**config.mk**
```make
export PLATFORM = sky130hd
export DESIGN_NAME = cve2v_bench_monitor_flat
export DESIGN_NICKNAME = d
export VERILOG_FILES = /design/src/rtl/cve2v_bench_monitor_if.sv /design/src/rtl/cve2v_bench_monitor.sv /design/src/flat_wrapper.sv
export SDC_FILE = /design/constraint.sdc
export NUM_CORES = 1
export LEC_CHECK = 0
export BUFFER_PORTS_ARGS = -buffer_cell sky130_fd_sc_hd__buf_2
export CORE_UTILIZATION = 27
export CTS_BUF_LIST = sky130_fd_sc_hd__clkbuf_8
export DETAILED_ROUTE_END_ITERATION = 10
export PLACE_DENSITY = 0.5
export SLEW_MARGIN = 15
export SYNTH_ARGS = -nofsm -noshare
export SYNTH_HDL_FRONTEND = slang
export SYNTH_SLANG_ARGS = --single-unit
```
**constraint.sdc**
```tcl
create_clock -name clk_i -period 2.6 [get_ports clk_i]
set_clock_uncertainty 0.05 [all_clocks]
set_input_delay 0.13 -clock clk_i [delete_from_list [all_inputs] [get_ports clk_i]]
set_output_delay 0.13 -clock clk_i [all_outputs]
set_load 0.05 [all_outputs]
```
**src/rtl/cve2v_bench_monitor_if.sv**
```systemverilog
// Result channel of the benchmark region monitor.
// master drives a region result; slave consumes it with ready.
interface cve2v_bench_monitor_if #(
   parameter int unsigned RIdW     = 2,
   parameter int unsigned CntWidth = 32
);
   logic                valid;
   logic                ready;
   logic [RIdW-1:0]     region;
   logic [CntWidth-1:0] cycles;
   logic [CntWidth-1:0] instret;
   logic                timeout;

   modport master (
      output valid, region, cycles, instret, timeout,
      input  ready
   );

   modport slave (
      input  valid, region, cycles, instret, timeout,
      output ready
   );
endinterface

```
**src/rtl/cve2v_bench_monitor.sv**
```systemverilog
// Benchmark region monitor: counts cycles and retired instructions
// between marker instructions, optionally waiting for vector drain.
// Ports: clk_i/rst_ni/clear_i control; rvfi_valid_i/rvfi_insn_i
// retirement stream; vec_idle_i vector idle; busy_o, overrun_o,
// done_o status; result (master) carries each finished region.
module cve2v_bench_monitor #(
   parameter int unsigned NumRegions   = 4,
   parameter int unsigned CntWidth     = 32,
   parameter logic [31:0] MarkerInsn   = 32'h0ff0000f,
   parameter bit          WaitVector   = 1'b1,
   parameter int unsigned DrainTimeout = 1024,
   localparam int unsigned RIdW =
      (NumRegions > 1) ? $clog2(NumRegions) : 1
) (
   input  logic        clk_i,
   input  logic        rst_ni,
   input  logic        clear_i,
   input  logic        rvfi_valid_i,
   input  logic [31:0] rvfi_insn_i,
   input  logic        vec_idle_i,
   output logic        busy_o,
   output logic        overrun_o,
   output logic        done_o,
   cve2v_bench_monitor_if.master result
);

   // Region count must be able to hold NumRegions itself.
   localparam int unsigned RCntW = $clog2(NumRegions + 1);
   localparam int unsigned DrnW =
      (DrainTimeout > 0) ? $clog2(DrainTimeout + 1) : 1;
   localparam int unsigned DrnLastI =
      (DrainTimeout > 0) ? DrainTimeout - 1 : 0;
   localparam logic [DrnW-1:0]  DrnLast = DrnLastI[DrnW-1:0];
   localparam logic [RCntW-1:0] RLast   = RCntW'(NumRegions);

   typedef enum logic [1:0] {
      S_IDLE,
      S_RUN,
      S_DRAIN,
      S_REPORT
   } state_e;

   state_e              state_q, state_d;
   logic [CntWidth-1:0] cyc_q, cyc_d;
   logic [CntWidth-1:0] ins_q, ins_d;
   logic [DrnW-1:0]     drn_q, drn_d;
   logic                to_q, to_d;
   logic [RCntW-1:0]    rcnt_q, rcnt_d;
   logic                done_q, done_d;
   logic                valid_q, valid_d;
   logic [RIdW-1:0]     region_q, region_d;
   logic [CntWidth-1:0] rcyc_q, rcyc_d;
   logic [CntWidth-1:0] rins_q, rins_d;
   logic                rto_q, rto_d;
   logic                ovr_q, ovr_d;

   logic mark;
   logic drn_exp;
   logic open_region;
   logic load;

   assign mark        = rvfi_valid_i && (rvfi_insn_i == MarkerInsn);
   assign drn_exp     = (DrainTimeout != 0) && (drn_q == DrnLast);
   assign open_region = mark && !done_q;

   always_ff @(posedge clk_i or negedge rst_ni) begin
      if (!rst_ni) begin
         state_q  <= S_IDLE;
         cyc_q    <= '0;
         ins_q    <= '0;
         drn_q    <= '0;
         to_q     <= 1'b0;
         rcnt_q   <= '0;
         done_q   <= 1'b0;
         valid_q  <= 1'b0;
         region_q <= '0;
         rcyc_q   <= '0;
         rins_q   <= '0;
         rto_q    <= 1'b0;
         ovr_q    <= 1'b0;
      end else begin
         state_q  <= state_d;
         cyc_q    <= cyc_d;
         ins_q    <= ins_d;
         drn_q    <= drn_d;
         to_q     <= to_d;
         rcnt_q   <= rcnt_d;
         done_q   <= done_d;
         valid_q  <= valid_d;
         region_q <= region_d;
         rcyc_q   <= rcyc_d;
         rins_q   <= rins_d;
         rto_q    <= rto_d;
         ovr_q    <= ovr_d;
      end
   end

   always_comb begin
      state_d = state_q;
      unique case (state_q)
         S_IDLE: begin
            if (open_region) state_d = S_RUN;
         end
         S_RUN: begin
            if (mark) begin
               if (!WaitVector || vec_idle_i) state_d = S_REPORT;
               else                           state_d = S_DRAIN;
            end
         end
         S_DRAIN: begin
            if (vec_idle_i || drn_exp) state_d = S_REPORT;
         end
         S_REPORT: state_d = S_IDLE;
         default:  state_d = S_IDLE;
      endcase
      if (clear_i) state_d = S_IDLE;
   end

   always_comb begin
      cyc_d    = cyc_q;
      ins_d    = ins_q;
      drn_d    = drn_q;
      to_d     = to_q;
      rcnt_d   = rcnt_q;
      done_d   = done_q;
      valid_d  = valid_q;
      region_d = region_q;
      rcyc_d   = rcyc_q;
      rins_d   = rins_q;
      rto_d    = rto_q;
      ovr_d    = ovr_q;
      load     = 1'b0;

      unique case (state_q)
         S_IDLE: begin
            if (open_region) begin
               cyc_d = '0;
               ins_d = '0;
               to_d  = 1'b0;
            end
         end
         S_RUN: begin
            // Counters saturate instead of wrapping.
            if (!(&cyc_q)) cyc_d = cyc_q + CntWidth'(1);
            if (rvfi_valid_i && !mark && !(&ins_q)) begin
               ins_d = ins_q + CntWidth'(1);
            end
            if (mark) drn_d = '0;
         end
         S_DRAIN: begin
            if (!(&cyc_q)) cyc_d = cyc_q + CntWidth'(1);
            if (!(&drn_q)) drn_d = drn_q + DrnW'(1);
            // Idle wins over an expiring timeout in the same cycle.
            if (!vec_idle_i && drn_exp) to_d = 1'b1;
         end
         S_REPORT: load = 1'b1;
         default: ;
      endcase

      if (load) begin
         valid_d  = 1'b1;
         region_d = rcnt_q[RIdW-1:0];
         rcyc_d   = cyc_q;
         rins_d   = ins_q;
         rto_d    = to_q;
         rcnt_d   = rcnt_q + RCntW'(1);
         if (rcnt_q + RCntW'(1) == RLast) done_d = 1'b1;
         if (valid_q && !result.ready) ovr_d = 1'b1;
      end else if (valid_q && result.ready) begin
         valid_d = 1'b0;
      end

      if (clear_i) begin
         cyc_d    = '0;
         ins_d    = '0;
         drn_d    = '0;
         to_d     = 1'b0;
         rcnt_d   = '0;
         done_d   = 1'b0;
         valid_d  = 1'b0;
         region_d = '0;
         rcyc_d   = '0;
         rins_d   = '0;
         rto_d    = 1'b0;
         ovr_d    = 1'b0;
      end
   end

   assign busy_o         = (state_q == S_RUN) || (state_q == S_DRAIN);
   assign overrun_o      = ovr_q;
   assign done_o         = done_q;
   assign result.valid   = valid_q;
   assign result.region  = region_q;
   assign result.cycles  = rcyc_q;
   assign result.instret = rins_q;
   assign result.timeout = rto_q;

endmodule
```
**src/flat_wrapper.sv**
```systemverilog
// flat-port wrapper written by rule: the top's interface ports become plain ports
module cve2v_bench_monitor_flat 
#(
   parameter int unsigned NumRegions   = 4,
   parameter int unsigned CntWidth     = 32,
   parameter logic [31:0] MarkerInsn   = 32'h0ff0000f,
   parameter bit          WaitVector   = 1'b1,
   parameter int unsigned DrainTimeout = 1024,
   localparam int unsigned RIdW =
      (NumRegions > 1) ? $clog2(NumRegions) : 1
)
  (clk_i, rst_ni, clear_i, rvfi_valid_i, rvfi_insn_i, vec_idle_i, busy_o, overrun_o, done_o, result_valid, result_region, result_cycles, result_instret, result_timeout, result_ready);
  cve2v_bench_monitor_if #(.CntWidth(CntWidth)) result_i ();
  input  logic clk_i;
  input  logic rst_ni;
  input  logic clear_i;
  input  logic rvfi_valid_i;
  input  logic [31:0] rvfi_insn_i;
  input  logic vec_idle_i;
  output logic busy_o;
  output logic overrun_o;
  output logic done_o;
  output wire logic [$bits(result_i.valid)-1:0] result_valid;
  output wire logic [$bits(result_i.region)-1:0] result_region;
  output wire logic [$bits(result_i.cycles)-1:0] result_cycles;
  output wire logic [$bits(result_i.instret)-1:0] result_instret;
  output wire logic [$bits(result_i.timeout)-1:0] result_timeout;
  input wire logic [$bits(result_i.ready)-1:0] result_ready;
  assign result_valid = result_i.valid;
  assign result_region = result_i.region;
  assign result_cycles = result_i.cycles;
  assign result_instret = result_i.instret;
  assign result_timeout = result_i.timeout;
  assign result_i.ready = result_ready;
  cve2v_bench_monitor #(.NumRegions(NumRegions), .CntWidth(CntWidth), .MarkerInsn(MarkerInsn), .WaitVector(WaitVector), .DrainTimeout(DrainTimeout)) u_core (.clk_i(clk_i), .rst_ni(rst_ni), .clear_i(clear_i), .rvfi_valid_i(rvfi_valid_i), .rvfi_insn_i(rvfi_insn_i), .vec_idle_i(vec_idle_i), .busy_o(busy_o), .overrun_o(overrun_o), .done_o(done_o), .result(result_i));
endmodule
```
# Yosys cells after proc, flatten, opt, wreduce, memory -nomap -nowiden
# Cells that the tools add are included.
[classes] shifts=0 multipliers=0 magnitude_cmp=0 bitwise=0 addsub=4 eq_ne=13 div_mod_pow=0 n_mux=41 n_reduce_logical=34
[op_table] operator="2-to-1 mux 32 bit" n=9
[op_table] operator="one-hot mux 32 bit (2 select lines)" n=2
[op_table] operator="adder 32 x 1 -> 32 bit (second input constant)" n=2
[op_table] operator="AND reduction 32 bit" n=2
[op_table] operator="2-to-1 mux 11 bit" n=3
[op_table] operator="equality test 32 x 28 -> 1 bit (second input constant)" n=1
[op_table] operator="one-hot mux 11 bit (2 select lines)" n=1
[op_table] operator="2-to-1 mux 1 bit" n=16
[op_table] operator="inequality test 3 x 2 -> 1 bit (second input constant)" n=5
[op_table] operator="AND reduction 3 bit" n=5
[op_table] operator="nonzero test 3 bit" n=5
[op_table] operator="2-to-1 mux 2 bit" n=6
[op_table] operator="adder 11 x 1 -> 11 bit (second input constant)" n=1
[op_table] operator="equality test 11 x 10 -> 1 bit (second input constant)" n=1
[op_table] operator="AND reduction 11 bit" n=1
[op_table] operator="one-hot mux 2 bit (4 select lines)" n=1
[op_table] operator="logical AND 1 bit" n=7
[op_table] operator="2-to-1 mux 3 bit" n=2
[op_table] operator="inequality test 3 bit (second input constant)" n=2
[op_table] operator="nonzero test 2 bit" n=3
[op_table] operator="logical NOT 1 bit" n=5
[op_table] operator="equality test 2 bit (second input constant)" n=2
[op_table] operator="AND reduction 2 bit" n=2
[op_table] operator="adder 3 x 1 -> 3 bit (second input constant)" n=1
[op_table] operator="6 further kinds" n=7
[word_totals] romBits=0 ramBits=0 out_inout_bits=71 register_bits=151 latchBits=0 in_bits=38 n_memories=0

# Depth between registers and ports, before layout
# Gate-level depths: netlist (run 1).
[depth] ltp_word=8 ltp_mapped=10

# Worst setup path before layout (run 1)
# Ideal clock, no wire load.
[synth_path] kind="reg-to-reg" startpoint="register u_core.ins_q[0]" endpoint="register u_core.ins_q[26]" n_path_buf=2 arrival_ps=2209 stages_incl_launch_ff=10 path_slack_ps=207 path_cell_list="dfrtp_1 -> ha_1 -> nand4_1 -> nor4_1 -> nand4_1 -> a221oi_2 -> or3_1 -> buf_6 -> buf_6 -> o31ai_2"
[synth_between] elab_chain_cells=5 word_cells_on_any_way=9
[synth_rtl] element="from (decl)" line_no="cve2v_bench_monitor.sv:45" text="logic [CntWidth-1:0] ins_q, ins_d;"
[synth_rtl] element="from (signal assigned)" line_no="cve2v_bench_monitor.sv:84" text="ins_q <= ins_d;"
[synth_rtl] element="branches (longest 5 deep; another with adder 32 x 1 -> 32 bit)"
# Parallel ways; which one is timed is not known. The select of a mux whose other input is x is not followed.
# A chain may end at the register's enable or synchronous reset.

# Worst setup path in the final report (run 1)
[layout_path] startpoint="register u_core.state_q[1]" endpoint="register u_core.drn_q[0]"
[layout_between] elab_chain_cells=3 word_cells_on_any_way=8
[layout_rtl] element="from (decl)" line_no="cve2v_bench_monitor.sv:43" text="state_e state_q, state_d;"
[layout_rtl] element="from (signal assigned)" line_no="cve2v_bench_monitor.sv:82" text="state_q <= state_d;"
[layout_rtl] element="equality test 2 bit / equality test 2 x 1 -> 1 bit (equally long branches)" line_no="cve2v_bench_monitor.sv:134" text="unique case (state_q)"
[layout_rtl] element="inequality test 3 bit (no source line) (tied with other cells)"
[layout_rtl] element="AND reduction 3 bit (no source line) / 2-to-1 mux 11 bit (equally long branches)"
[layout_rtl] element="to (signal assigned)" line_no="cve2v_bench_monitor.sv:85" text="drn_q <= drn_d;"
[layout_rtl] element="to (decl)" line_no="cve2v_bench_monitor.sv:46" text="logic [DrnW-1:0] drn_q, drn_d;"
# Several ways; a longest one is shown, not always the timed one.

==> summary.txt, run 1 <==
Post-CTS Repair Setup Buffers = 0
post-placement cell count = 1256
worst hold-check path type = in2async
Clock power frac = 31.0%
Worst Setup SP = u_core.state_q[1]
Yosys warning count = 0
first-pass GRT wire length = 33700 um
number of synthesized flops with an enable pin = 0
Final Wtd Congestion = 0.779
VDD IR max = 250 uV
antenna cells = 0
Syn-to-layout area delta = 22.0%
syn_area_per_cell = 9.85 sq um
Slew headroom = 64.0%
HPWL Detailed = 13700 um
Die W = 170 um
antenna viol nets, final = 0
antenna violations before repair = 0
CTS tree = yes
final hold violations = 0
#FFs+latches synth = 151
FF-to-FF End = u_core.drn_q[0]
worst path arrival time = 2.64 ns
post-synthesis async set-or-reset flop share = 100%
Post-Syn Instances = 778
fmax = 0.425 GHz
layout cell share with drive strength beyond 1 = 23.2%
Crit path required time = 2.89 ns
Worst R2R Path Depth = 7
min Tclk post-route = 2.35 ns
Pleak = 0.00431 uW
WL final = 20100 um
RSZ-0062 raised after global routing = false
Switch Pwr = 2080 uW
reg2reg start = u_core.state_q[1]
DRC viols = 0
I/O Buffers = 108
chip height = 170 um
Pwr per Cell Area = 638 nW/um^2
Slew @ Worst Pin = 0.539 ns
CP Launch Type = register
Longest Clk Path Bufs = 2
via density per instance = 4.96
pin count of the biggest net entering global routing = 84
Tcrit/Tclk final = 90.5%
Max Cap Viol = 0
Sw Share = 34.9%
register area share after synthesis = 49.3%
Setup Viol. Count Final = 0
distinct cell type count after synthesis = 55
CTS buffer count = 17
P_int = 3880 uW
area of the core = 27900 sq um
Via Count = 6400
status = finished clean
all-layer global routing usage = 14.6%
drt wl/cell = 15.6 um
Filler Cell Count = 2890
Worst-path clk slew = 0.09 ns
Reg power frac = 41.3%
Comb power frac = 27.7%
initial cell density of the core = 27.5%
1st-iter DRT viols = 467
nets = 947
final worst setup slack = 0.248 ns
H-tree depth = 4
DRT Pass-1 Iters = 4
Setup CP Type = reg2reg
vias in the first global route = 6295
clock root buffer = clkbuf_8
Ports = 109
GRT overflow = 0
worst skew pair latency = 0.45 ns
fin cells = 1290
pre-CTS setup slack = 0.0790 ns
Netlist Area Pre-Place = 7660 sq um
CP max FO = 8
die footprint = 29100 sq um
clock sink count = 151
Slew Viols, Final = 0
syn nets = 825
most common flop cell mapped by yosys = dfrtp_1
crit end category = register
Setup TNS = 0 ns
R2R Setup Slk = 0.25 ns
Rows = 61
[critical path, cell delays in order (launching register included)]
cell	delay, ns
dfrtp_1	0.44
inv_1	0.13
ha_1	0.30
inv_1	0.14
nor2_1	0.44
a21o_1	0.38
a21oi_1	0.11
mux2_2	0.27
[cell usage in the layout, fill, tap and decap left out, types with 30 or more instances in the layout]
cell,synthesis,routed
a21oi_1,33,33
buf_2,7,106
buf_4,1,45
dfrtp_1,151,151
mux2i_1,69,69
nand2_1,42,42
nand3_1,30,30
nor2_1,106,106
o21ai_0,37,37
o31ai_1,42,42
[cell usage after synthesis, types with 3 or more instances]
| master | count | share of area (%) |
|---|---|---|
| a31oi_1 | 28 | 2.3 |
| nand2b_1 | 3 | 0.24 |
| dfrtp_1 | 151 | 49 |
| o21a_1 | 3 | 0.29 |
| inv_1 | 9 | 0.44 |
| o41ai_1 | 7 | 0.80 |
| a21o_1 | 10 | 0.98 |
| mux2i_1 | 69 | 9.0 |
| and4_1 | 10 | 1.1 |
| nor3_1 | 5 | 0.33 |
| a21oi_1 | 33 | 2.2 |
| nor2_1 | 106 | 5.2 |
| o31ai_2 | 5 | 0.82 |
| or3_1 | 3 | 0.24 |
| o21ai_1 | 15 | 0.98 |
| buf_2 | 7 | 0.46 |
| buf_1 | 11 | 0.54 |
| and2_1 | 7 | 0.57 |
| nor2b_1 | 5 | 0.41 |
| nand4b_1 | 4 | 0.46 |
| nand3_1 | 30 | 2.0 |
| nand2_1 | 42 | 2.1 |
| o21ai_0 | 37 | 2.4 |
| or4b_1 | 3 | 0.39 |
| clkbuf_1 | 36 | 1.8 |
| o31ai_1 | 42 | 4.1 |
| nor4_1 | 5 | 0.41 |
| ha_1 | 9 | 1.5 |
| o22ai_1 | 6 | 0.49 |
| nand4_1 | 21 | 1.7 |
| a41oi_1 | 5 | 0.57 |
| nor3b_1 | 4 | 0.39 |
| and3_1 | 18 | 1.5 |
[kinds of logic after synthesis]
logic type / synth area share (%)
AO/OA/AOI/OAI: 17.5
buffers and inverters: 3.59
XOR/XNOR: 0.343
AND/OR/NAND/NOR: 18.5
multiplexers: 9.31
flip-flops: 49.3
adder cells (fa/ha/maj): 1.47
[through the flow]
stage                     util (%)  instance area [sq um]  hold WS [ns]  total power [uW]
after floorplan                  -                   7660        -0.216              3550
after global placement        32.0                   8910      -0.00730              4160
after detailed placement      32.0                   8910      -0.00540              4160
after CTS                     33.5                   9330        0.0577              6050
after global routing          33.5                   9350        0.0689              6310
final                         33.5                   9350        0.0771              5960
[power by group through the flow]
stage	logic, uW	registers, uW	clock network [uW]
floorplan	1040	2510	0
global placement	1660	2510	0
detailed placement	1650	2510	0
CTS	1670	2460	1920
global route	1820	2470	2010
finish	1650	2460	1850
[worst max path at each step]
stage | endpoint | slack [ns] | cells past startpoint
after global routing | u_core.drn_q[0] | 0.08 | 7
after floorplan | u_core.ins_q[26] | 0.21 | 9
after global placement | u_core.cyc_q[11] | 0.13 | 8
final | u_core.drn_q[0] | 0.25 | 7
after CTS | u_core.ins_q[4] | 0.05 | 9
after detailed placement | u_core.ins_q[31] | 0.08 | 9
[repair_timing]
action	4_1_cts	5_1_grt
endpoints found under the hold margin	116	0
setup endpoints to repair	0	32
hold buffers	3	0
resized for setup	0	3
[routing by layer]
| layer | wire [um] | track usage [%] |
|---|---|---|
| met4 | 182 | 4.00 |
| met5 | 0 | 0 |
| met1 | 9870 | 20.3 |
| met3 | 808 | 3.12 |
| met2 | 9280 | 22.7 |
[final cells by class]
class | instances | area (sq um) | share of cell area (%)
Inverter | 9 | 33.8 | 0.361
Multi-Input combinational cell | 561 | 3660 | 39.1
Clock inverter | 13 | 145 | 1.55
Timing Repair Buffer | 160 | 1010 | 10.8
Clock buffer | 18 | 248 | 2.65
Sequential cell | 151 | 3780 | 40.4
Tap cell | 378 | 473 | 5.06
[registers in the layout, indices dropped and copies added (netlist names)]
name                   count
u_core.cyc_q              32
u_core.done_o              1
u_core.drn_q              11
u_core.ins_q              32
u_core.overrun_o           1
u_core.rcnt_q              3
u_core.result.cycles      32
u_core.result.instret     32
u_core.result.region       2
u_core.result.timeout      1
u_core.result.valid        1
u_core.state_q             2
u_core.to_q                1
No activity file was read; power rests on OpenSTA's default activity.
==> run 2: changes to the inputs <==
- clock period: 2.6 -> 2.3 ns (I/O delays scaled with it)
==> run 2 against run 1 <==
Sequential share of layout area fell by 2.1 points. Clock-buffer cell count fell by 1. Worst setup slack got worse by 0.23 ns. First-iteration DRC count fell by 28%. Critical path depth rose by 1. Final area rose by 5.4%. Register-to-register slack got worse by 0.23 ns. Die area did not move. Sequential power rose by 13%. Global-route usage rose by 0.42 points. Critical path type unchanged. Highest routed layer unchanged.
==> summary.txt, run 2 (synthesized netlist as in run 1, its figures left out) <==
worst hold-check path type = in2async (unchanged)
fmax = 0.438 GHz (was 0.425 GHz)
Setup Viol. Count Final = 0 (unchanged)
worst skew pair latency = 0.46 ns (was 0.45 ns)
Seq. cell area = 3780 sq um (about the same)
Worst-path clk slew = 0.09 ns (about the same)
pin count of the biggest net entering global routing = 91 (was 84)
Slew @ Worst Pin = 0.524 ns (was 0.539 ns)
fin area = 9850 sq um (was 9350 sq um)
layout cell share with drive strength beyond 1 = 27.6% (was 23.2%)
via density per instance = 5.02 (was 4.96)
die footprint = 29100 sq um (unchanged)
1st-iter DRT viols = 334 (was 467)
area of the core = 27900 sq um (unchanged)
nets = 985 (was 947)
Longest Clk Path Bufs = 2 (unchanged)
worst path arrival time = 2.57 ns (was 2.64 ns)
final worst setup slack = 0.0150 ns (was 0.248 ns)
vias in the first global route = 6488 (was 6295)
R2R Setup Slk = 0.01 ns (was 0.25 ns)
reg2reg start = u_core.ins_q[0] (was u_core.state_q[1])
HPWL Detailed = 14200 um (was 13700 um)
Slew Viols, Final = 0 (unchanged)
clock sink count = 151 (unchanged)
Worst Setup SP = u_core.ins_q[0] (was u_core.state_q[1])
Rows = 61 (unchanged)
drt wl/cell = 16.0 um (was 15.6 um)
CP Launch Type = register (unchanged)
Setup CP Type = reg2reg (unchanged)
I/O Buffers = 108 (unchanged)
DRC viols = 0 (unchanged)
FF-to-FF End = u_core.ins_q[21] (was u_core.drn_q[0])
VDD IR max = 377 uV (was 250 uV)
Pwr per Cell Area = 729 nW/um^2 (was 638 nW/um^2)
chip height = 170 um (unchanged)
Final Wtd Congestion = 0.767 (was 0.779)
RSZ-0062 raised after global routing = true (was false)
H-tree depth = 4 (unchanged)
final core occ = 35.4% (was 33.5%)
final hold violations = 0 (unchanged)
min Tclk post-route = 2.29 ns (was 2.35 ns)
CTS buffer count = 17 (unchanged)
pre-CTS setup slack = -0.199 ns (was 0.0790 ns)
Max Cap Viol = 0 (unchanged)
Slew headroom = 64.8% (was 64.0%)
Via Count = 6669 (was 6400)
Filler Cell Count = 2871 (was 2890)
end of the critical path = u_core.ins_q[21] (was u_core.drn_q[0])
DRT Pass-1 Iters = 6 (was 4)
Pleak = 0.00458 uW (was 0.00431 uW)
most frequent cells in the layout = dfrtp_1 (150), nor2_1 (106), buf_2 (106) (was dfrtp_1 (151), nor2_1 (106), buf_2 (106))
crit end category = register (unchanged)
CTS tree = yes (unchanged)
Worst R2R Path Depth = 8 (was 7)
footprint of the multi-input gates = 3740 sq um (was 3660 sq um)
antenna cells = 0 (unchanged)
Die W = 170 um (unchanged)
antenna viol nets, final = 0 (unchanged)
initial cell density of the core = 27.5% (unchanged)
Ports = 109 (unchanged)
clock root buffer = clkbuf_8 (unchanged)
WL final = 21200 um (was 20100 um)
GRT overflow = 0 (unchanged)
most common cell after layout, fill and taps aside = dfrtp_1 (unchanged)
CP max FO = 14 (was 8)
antenna violations before repair = 0 (unchanged)
status = finished clean (unchanged)
Crit path required time = 2.59 ns (was 2.89 ns)
Syn-to-layout area delta = 28.5% (was 22.0%)
first-pass GRT wire length = 34500 um (was 33700 um)
Tcrit/Tclk final = 99.3% (was 90.5%)
placed cell area = 9200 sq um (was 8910 sq um)
all-layer global routing usage = 15.0% (was 14.6%)
[run 2: cell count changes in the layout (fill, tap and decap cells not counted), moves of 3 or more]
cell	change
o21ai_1	+4
buf_4	+28
clkbuf_16	+3
o31ai_1	-9
buf_12	+3
o21ai_0	-5
o31ai_2	+8
buf_6	+4
[run 2: timing repair]
action,CTS,global route
pin swaps,1,9
endpoints found under the hold margin,135,0
cloned,0,4
resized for setup,0,26
buffers inserted,0,2
hold buffers,3,0
endpoints found under the setup margin,3,36
[run 2: how the worst min path moves through the flow]
stage,start,end,cells past startpoint
detailed placement,rst_ni,u_core.result.instret[24],1
finish,rst_ni,u_core.result.instret[24],2
global placement,rst_ni,u_core.result.instret[24],1
global route,clear_i,u_core.drn_q[4],3
floorplan,rst_ni,u_core.cyc_q[0],0
CTS,clear_i,u_core.drn_q[4],3
[run 2: area by class of cell]
| cell class | instances | area share [%] |
|---|---|---|
| Clock inverter | 14 | 1.87 |
| Multi-Input combinational cell | 561 | 38.0 |
| Tap cell | 378 | 4.80 |
| Inverter | 9 | 0.343 |
| Timing Repair Buffer | 198 | 14.2 |
| Clock buffer | 17 | 2.38 |
| Sequential cell | 151 | 38.4 |
[run 2: power by group]
part / switching (uW) / leakage (uW) / internal [uW]
registers: 74.2 / 0.00210 / 2710
logic: 1310 / 0.00227 / 853
clock network: 1060 / 0.000209 / 1170
[run 2: critical path: stages, from the launching register on]
cell and delay (ns):
dfrtp_1 0.36, ha_2 0.18, nand4_1 0.20, nor4_4 0.32
nand4_1 0.24, a221oi_4 0.34, or3_4 0.21, clkbuf_16 0.19
o41ai_1 0.08
[run 2: per-stage QoR]
| stage | TNS [ns] | hold WS [ns] | total power (uW) | std cells |
|---|---|---|---|---|
| 2_1_floorplan | 0 | -0.231 | 4010 | 778 |
| 3_3_place_gp | -4.72 | 0.0489 | 4790 | 1288 |
| 3_5_place_dp | -5.66 | 0.0528 | 4800 | 1288 |
| 4_1_cts | 0 | 0.0720 | 7060 | 1322 |
| 5_1_grt | -4.21 | 0.104 | 7570 | 1328 |
| 6_report | 0 | 0.0995 | 7180 | 1328 |
[run 2: layer usage]
| metal | track usage (%) | part of all wire [%] |
|---|---|---|
| met1 | 20.0 | 47 |
| met2 | 24.7 | 48 |
| met3 | 2.63 | 3.6 |
| met4 | 4.50 | 1.0 |
| met5 | 0 | 0 |
==> run 3: changes to the inputs <==
- PLACE_DENSITY: 0.5 -> 0.45
==> run 3 against run 2 <==
Hold slack lost 0.00074 ns. The flow now finishes with violations (negative setup slack). Largest cell class is now multi-input combinational cells. Clock power shrank 10%. Final area grew 0.90%. Power shrank 3.5%.
==> summary.txt, run 3 (synthesized netlist as in run 1, its figures left out) <==
status = finished, violations left (was finished clean)
failing checks = negative setup slack
Setup TNS = -0.294 ns (was 0 ns)
Critical-path top delay cell = dfrtp_1 (unchanged)
WHS Endpoint = u_core.result.cycles[28]
Filler Cell Count = 2907 (was 2871)
Tcrit/Tclk final = 102% (was 99.3%)
Worst-path clk slew = 0.09 ns (about the same)
I/O Buffers = 108 (unchanged)
Setup CP Type = reg2reg (unchanged)
min Tclk post-route = 2.34 ns (was 2.29 ns)
antenna viol nets, final = 0 (unchanged)
CTS tree = yes (unchanged)
worst skew pair latency = 0.46 ns (about the same)
R2R Setup Slk = -0.04 ns (was 0.01 ns)
all-layer global routing usage = 15.2% (was 15.0%)
Max Cap Viol = 0 (unchanged)
critical path cell sequence = ha_2 -> nand4_1 -> nor4_4 -> nand4_1 -> a221oi_4 -> or3_4 -> clkbuf_16 -> o41ai_4 (was ha_2 -> nand4_1 -> nor4_4 -> nand4_1 -> a221oi_4 -> or3_4 -> clkbuf_16 -> o41ai_1)
Setup Viol. Count Final = 19 (was 0)
initial cell density of the core = 27.5% (unchanged)
most common cell after layout, fill and taps aside = dfrtp_1 (unchanged)
drt wl/cell = 16.1 um (was 16.0 um)
Die W = 170 um (unchanged)
worst hold-check path type = in2reg (was in2async)
final core occ = 35.7% (was 35.4%)
1st-iter DRT viols = 363 (was 334)
final hold violations = 0 (unchanged)
footprint of the multi-input gates = 3830 sq um (was 3740 sq um)
hold_ws = 0.0987 ns (was 0.0995 ns)
Via Count = 6590 (was 6669)
fin area = 9940 sq um (was 9850 sq um)
CTS buffer count = 17 (unchanged)
RSZ-0062 raised after global routing = true (unchanged)
clock sink count = 151 (unchanged)
antenna cells = 0 (unchanged)
Pleak = 0.00471 uW (was 0.00458 uW)
worst path arrival time = 2.60 ns (was 2.57 ns)
final worst setup slack = -0.0416 ns (was 0.0150 ns)
H-tree depth = 4 (unchanged)
Critical Path Most Common Cell = nand4_1 (unchanged)
first-pass GRT wire length = 35100 um (was 34500 um)
die footprint = 29100 sq um (unchanged)
WL final = 21500 um (was 21200 um)
Ports = 109 (unchanged)
Rows = 61 (unchanged)
Pwr per Cell Area = 697 nW/um^2 (was 729 nW/um^2)
reg2reg start = u_core.ins_q[0] (unchanged)
pin count of the biggest net entering global routing = 72 (was 91)
placed cell area = 9280 sq um (was 9200 sq um)
fmax = 0.427 GHz (was 0.438 GHz)
Crit path required time = 2.56 ns (was 2.59 ns)
antenna violations before repair = 0 (unchanged)
Longest Clk Path Bufs = 2 (unchanged)
FF-to-FF End = u_core.ins_q[15] (was u_core.ins_q[21])
most frequent cells in the layout = dfrtp_1 (149), nor2_1 (106), buf_2 (106) (was dfrtp_1 (150), nor2_1 (106), buf_2 (106))
area of the core = 27900 sq um (unchanged)
pre-CTS setup slack = -0.211 ns (was -0.199 ns)
VDD IR max = 366 uV (was 377 uV)
DRC viols = 0 (unchanged)
crit end category = register (unchanged)
Syn-to-layout area delta = 29.7% (was 28.5%)
HPWL Detailed = 14600 um (was 14200 um)
DRT Pass-1 Iters = 4 (was 6)
Hold Path Origin = clear_i
via density per instance = 4.93 (was 5.02)
clock root buffer = clkbuf_8 (unchanged)
vias in the first global route = 6512 (was 6488)
GRT overflow = 0 (unchanged)
Slew @ Worst Pin = 0.809 ns (was 0.524 ns)
layout cell share with drive strength beyond 1 = 29.2% (was 27.6%)
Slew Viols, Final = 0 (unchanged)
nets = 993 (was 985)
CP max FO = 7 (was 14)
Slew headroom = 46.1% (was 64.8%)
Seq. cell area = 3780 sq um (about the same)
Final Wtd Congestion = 0.764 (was 0.767)
CP Launch Type = register (unchanged)
Worst Hold Path Cells = 3
chip height = 170 um (unchanged)
Worst path max stage delay = 0.37 ns (was 0.36 ns)
Worst R2R Path Depth = 8 (unchanged)
==> run 3: repair_timing <==
| action | in CTS | in global routing |
|---|---|---|
| resized for setup | 2 | 35 |
| hold buffers | 3 | 0 |
| buffers inserted | 0 | 1 |
| setup endpoints to repair | 19 | 36 |
| pin swaps | 1 | 17 |
| cloned | 0 | 3 |
| hold endpoints to repair | 56 | 0 |
==> run 3: worst max-delay path: cells and delay by family (launching register included) <==
family                   cells  cell delay, ns
buffers and inverters        1            0.20
AO/OA/AOI/OAI                2            0.37
adder cells (fa/ha/maj)      1            0.19
AND/OR/NAND/NOR              4            1.01
flip-flops                   1            0.37
==> run 3: power by group <==
| part | internal, uW | total (uW) | leakage [uW] | switching [uW] |
|---|---|---|---|---|
| Sequential | 2710 | 2780 | 0.00210 | 67.8 |
| Clock | 878 | 2000 | 0.000193 | 1120 |
| Combinational | 853 | 2150 | 0.00241 | 1290 |
| Total | 4440 | 6930 | 0.00471 | 2480 |
==> run 3: final cells by class <==
| type | count | share of cell area (%) |
|---|---|---|
| Timing Repair Buffer | 206 | 14.5 |
| Tap cell | 378 | 4.76 |
| Clock buffer | 17 | 2.35 |
| Sequential cell | 151 | 38.1 |
| Clock inverter | 15 | 1.44 |
| Multi-Input combinational cell | 561 | 38.5 |
| Inverter | 9 | 0.340 |
==> run 3: through the flow <==
step / power [uW] / instances
floorplan: 4010 / 778
global placement: 4880 / 1298
detailed placement: 4870 / 1298
CTS: 6930 / 1333
global route: 7350 / 1337
finish: 6930 / 1337
==> run 3: worst max-delay path by stage <==
stage / from / endpoint / slack, ns / depth (start not counted)
global placement: rvfi_insn_i[10] / u_core.cyc_q[11] / -0.16 / 8
detailed placement: rvfi_insn_i[10] / u_core.cyc_q[11] / -0.21 / 8
floorplan: u_core.ins_q[5] / u_core.ins_q[27] / 0.004 / 8
global route: u_core.ins_q[0] / u_core.ins_q[15] / -0.12 / 8
finish: u_core.ins_q[0] / u_core.ins_q[15] / -0.04 / 8
CTS: u_core.ins_q[1] / u_core.ins_q[13] / 0.01 / 8
==> run 3: metal layers <==
layer  wire (um)  up-vias  global-route usage, %
li1            -     3211                      -
met1       10400     3270                   20.7
met2       10300      100                   25.1
met3         635        9                   2.65
met4         136        0                   3.49
met5           0        -                      0
